`src/rtl/mips_cpu_pkg.sv`:
```
// Shared types and constants for the Harvard MIPS core.
// This covers the PC sequencer states, address width and default vectors.
package mips_cpu_pkg;

  typedef logic [31:0] word_addr_t;

  typedef enum logic [1:0] {
    RUN    = 2'd0,
    DELAY  = 2'd1,
    HALTED = 2'd2
  } pc_state_t;

  localparam word_addr_t DEFAULT_RESET_VECTOR = 32'hBFC0_0000;
  localparam word_addr_t DEFAULT_HALT_ADDR    = 32'h0000_0000;

endpackage

```
`src/rtl/mips_pc_sequencer.sv`:
```
// Program counter and run-state controller for the Harvard MIPS core.
// It handles the branch delay slot, clock-enable gating, halt detection and the commit strobe.
module mips_pc_sequencer
  import mips_cpu_pkg::*;
#(
  parameter word_addr_t RESET_VECTOR = DEFAULT_RESET_VECTOR,
  parameter word_addr_t HALT_ADDR    = DEFAULT_HALT_ADDR
) (
  input  logic        clk,
  input  logic        reset,
  input  logic        clk_enable,
  input  logic        stall,
  input  logic        redirect_valid,
  input  logic [31:0] redirect_target,
  output logic [31:0] instr_address,
  output logic [31:0] pc_plus4,
  output logic        active,
  output logic        commit,
  output logic        in_delay_slot,
  output logic        fault
);

  pc_state_t  state;
  word_addr_t target_q;
  logic       advance;

  assign advance       = clk_enable & ~stall & ~reset;
  assign commit        = advance & (state != HALTED);
  assign active        = (state != HALTED);
  assign in_delay_slot = (state == DELAY);
  assign pc_plus4      = instr_address + 32'd4;

  // A taken redirect first steps into the delay slot at PC+4.
  // The following advance loads the captured target.
  // If that target is HALT_ADDR, the core parks in HALTED until reset.
  always_ff @(posedge clk) begin
    if (reset) begin
      instr_address <= RESET_VECTOR;
      state         <= RUN;
      target_q      <= '0;
      fault         <= 1'b0;
    end else if (advance) begin
      case (state)
        RUN: begin
          instr_address <= pc_plus4;
          if (redirect_valid) begin
            target_q <= {redirect_target[31:2], 2'b00};
            state    <= DELAY;
            if (redirect_target[1:0] != 2'b00)
              fault <= 1'b1;
          end
        end
        DELAY: begin
          instr_address <= target_q;
          state         <= (target_q == HALT_ADDR) ? HALTED : RUN;
          if (redirect_valid)
            fault <= 1'b1;
        end
        default: begin
        end
      endcase
    end
  end

endmodule

```
`config.mk`:
```
export PLATFORM = sky130hd
export DESIGN_NAME = mips_pc_sequencer
export DESIGN_NICKNAME = d
export VERILOG_FILES = /design/src/rtl/mips_cpu_pkg.sv /design/src/rtl/mips_pc_sequencer.sv
export SDC_FILE = /design/constraint.sdc
export NUM_CORES = 1
export LEC_CHECK = 0
export CAP_MARGIN = 20
export CORE_MARGIN = 4
export CORE_UTILIZATION = 46
export DETAILED_ROUTE_END_ITERATION = 7
export PLACE_DENSITY = 0.86
export SLEW_MARGIN = 20
export SYNTH_ARGS = -nofsm -noshare
export SYNTH_HDL_FRONTEND = slang
export SYNTH_SLANG_ARGS = --single-unit
```
`constraint.sdc`:
```
create_clock -name clk -period 4.1 [get_ports clk]
set_clock_uncertainty 0.2 [all_clocks]
set_input_delay 0.615 -clock clk [delete_from_list [all_inputs] [get_ports clk]]
set_output_delay 0.615 -clock clk [all_outputs]
set_load 0.05 [all_outputs]
```
==> results of run 1 <==
-- registers in the layout, summed over array words and instances, names as in the netlist --
register,count
fault,1
instr_address,30
state,2
target_q,30
-- per-stage QoR --
stage               util, %  setup slack, ps  instances
global placement      61.51            760.8        624
detailed placement    61.51            658.5        624
finish                64.02            267.8        640
CTS                   64.02            284.8        640
global route          64.02            156.1        640
floorplan                 -            654.4        458
-- synth_stat cells, types with 7 or more instances --
| cell | count |
|---|---|
| nand3_1 | 17 |
| buf_4 | 7 |
| a21oi_1 | 49 |
| xnor2_1 | 14 |
| nor3_1 | 13 |
| dfxtp_1 | 63 |
| buf_2 | 10 |
| nand2_1 | 87 |
| a311oi_1 | 7 |
| xor2_1 | 14 |
| nand4_1 | 12 |
| and3_1 | 7 |
| or3_1 | 8 |
| nor2_1 | 27 |
| o31ai_1 | 8 |
| nor4_1 | 11 |
| clkbuf_1 | 23 |
-- layout by cell type, fill, tap and decap left out, types with 10 or more instances in the layout --
cell / netlist / layout
nand3_1: 17 / 17
a21oi_1: 49 / 49
nand4_1: 12 / 12
dfxtp_1: 63 / 63
nor2_1: 27 / 27
nor4_1: 11 / 11
xor2_1: 14 / 14
nor3_1: 13 / 13
nand2_1: 87 / 87
xnor2_1: 14 / 14
clkdlybuf4s50_1: 0 / 99
clkbuf_8: 0 / 10
-- worst paths after layout --
kind	to	slack [ps]	startpoint
setup reg to reg	instr_address[30]	1410	state[0]
setup / recovery	pc_plus4[20]	270	instr_address[3]
hold reg to reg	target_q[18]	260	target_q[18]
hold / removal	target_q[18]	260	target_q[18]
-- routing by layer --
layer	global-route usage, %	part of all wire (%)	vias up
li1	-	-	1801
met1	32.80	40	1725
met2	40.58	47	238
met3	5.100	9.9	29
met4	10.10	2.5	0
met5	0	0	-
-- worst register-to-register path, stage by stage (launching register included) --
cell,delay [ps]
dfxtp_1,700
nand2b_1,550
inv_2,180
buf_4,260
nand2_1,220
a211oi_1,300
o31ai_1,110
o31ai_1,80
-- where the power goes --
group / internal (mW) / switching [mW] / total, mW
Combinational: 0.114 / 0.190 / 0.303
Sequential: 0.631 / 0.0326 / 0.663
Clock: 0.238 / 0.261 / 0.499
Total: 0.982 / 0.483 / 1.47
-- cell families after synthesis --
family / synth area share, %
AOI/OAI and AO/OA: 21.01
xor gates and xnor gates: 7.050
adders and majority gates: 0.3597
buffers and inverters: 6.403
DFF: 36.26
muxes: 0.2878
other: 0.1078
and+or+nand+nor: 28.52
-- final cells by class --
cell class              count  area, sq um
fillers                   656         2624
multi-input cells         347         2014
flip-flops and latches     63         1261
repair buffers            109         1064
clock buffers              10        137.6
well taps                  99        123.9
clock inverters             6        45.04
inverters                   6        22.52
==> key figures, run 1 <==
Power
  • Cell Pwr Density: 313.8 nW/um^2
  • Total power: 1.465 mW
  • Peak VDD IR: 0.0001925 V
  • P_leak: 1.611 nW

Logic synthesis
  • Synth Register Bits: 63
  • Sequential share of the synthesized area: 36.26%
  • Synth area leaders: dfxtp_1 (36%), nand2_1 (9.4%), a21oi_1 (7.1%)
  • Synth cell types: 58
  • Post-synth top area cell: dfxtp_1
  • Async set or reset register ratio after synthesis: 0%
  • Number of enable flip-flop cells after synthesis: 0
  • YS warnings: 0
  • Mapped Avg Cell Area: 7.645 sq um
  • Yosys top cell area share: 36.26%
  • Cells after synthesis: 455
  • Ys flop type: dfxtp_1
  • Synth Cell Area: 3478 sq um

Die
  • Die width: 94.96 um
  • IO Pins: 105
  • Num rows: 31
  • Core Area: 7292 sq um
  • Die Height: 94.96 um
  • Initial core utilization: 47.70%
  • Die area: 9016 sq um

Clock tree
  • Root Driver: clkbuf_8
  • Clock buffer depth: 2
  • Cts bufs inserted: 9
  • Post_cts resized: 0
  • Setup Buffers After CTS: 0
  • Clk_lat worst skew: 340 ps
  • Reg clk slew, reported paths: 80 ps
  • H-tree levels: 3
  • CTS tree: yes
  • # hold bufs at CTS: 0
  • TritonCTS Sinks: 63

Critical path
  • Worst EP required: 3280 ps
  • Slowest library cell on the worst path: clkdlybuf4s50_1
  • Crit-path max FO: 6
  • Reg2reg path depth: 7
  • Cell family with most CP delay: simple AND/OR/NAND/NOR gates
  • Crit. End Element: primary output
  • WP depth: 6
  • Worst path max stage delay: 820 ps
  • Crit-path cells: ha_1 > nand4_1 > nor3_1 > nand3_1 > xnor2_1 > clkdlybuf4s50_1
  • Arrival time worst endpoint: 3020 ps
  • CP bufs+invs: 1
  • Crit Path Class: reg2out
  • Crit path launch type: flip-flop

STA
  • Unrepaired setup endpoints after global routing: false
  • Final min period: 3832 ps
  • Max Freq: 260.9 MHz
  • Final TNS setup: 0 ps
  • Worst slew pin tran: 707.7 ps
  • Pins over their slew limit: 0
  • Worst hold margin: 264.0 ps
  • Period utilisation layout: 93.47%
  • Final hold vios: 0
  • Final-report setup violation count: 0
  • Slew headroom: 52.82%

GRT
  • Largest net degree at the start of global routing: 41
  • Grt ovf: 0
  • Vias in the first global route: 3510
  • First-pass GRT wire length: 17660 um
  • GRT Total Usage: 25.15%
  • Antenna violations before repair: 0

Cells and area
  • Final instance area: 4668 sq um
  • P&R area growth vs syn: 34.21%
  • Ant. Diodes: 0
  • Post-layout nets: 574
  • Share of cells above drive strength 1: 6.100%

Detailed routing
  • Number of DRC markers in iteration 0: 340
  • First-pass DRT Iterations: 5
  • # DRC: 0
  • Drt via density: 5.927
  • DRT Wirelength: 11370 um
  • Detail Route Antenna Nets: 0
  • DR WL/cell: 17.77 um
  • Via Count: 3793

Job
  • Max-cap violations: 0

Worst hold path
  • Hold path depth: 2
  • Hold Path Class: reg2reg

Place
  • DP HPWL: 8373 um
  • Final Wtd Congestion: 0.8898
  • Placed inst area: 4486 sq um
  • IO Port Bufs: 100

Outcome
  • Status: finished clean
No activity file was read; power rests on OpenSTA's default activity.
==> inputs of run 2 (changes only) <==
- ABC_CLOCK_PERIOD_IN_PS: not set -> 4100
==> results of run 2 <==
Same layout as run 1: the final DEF is identical, and so are final timing and power.
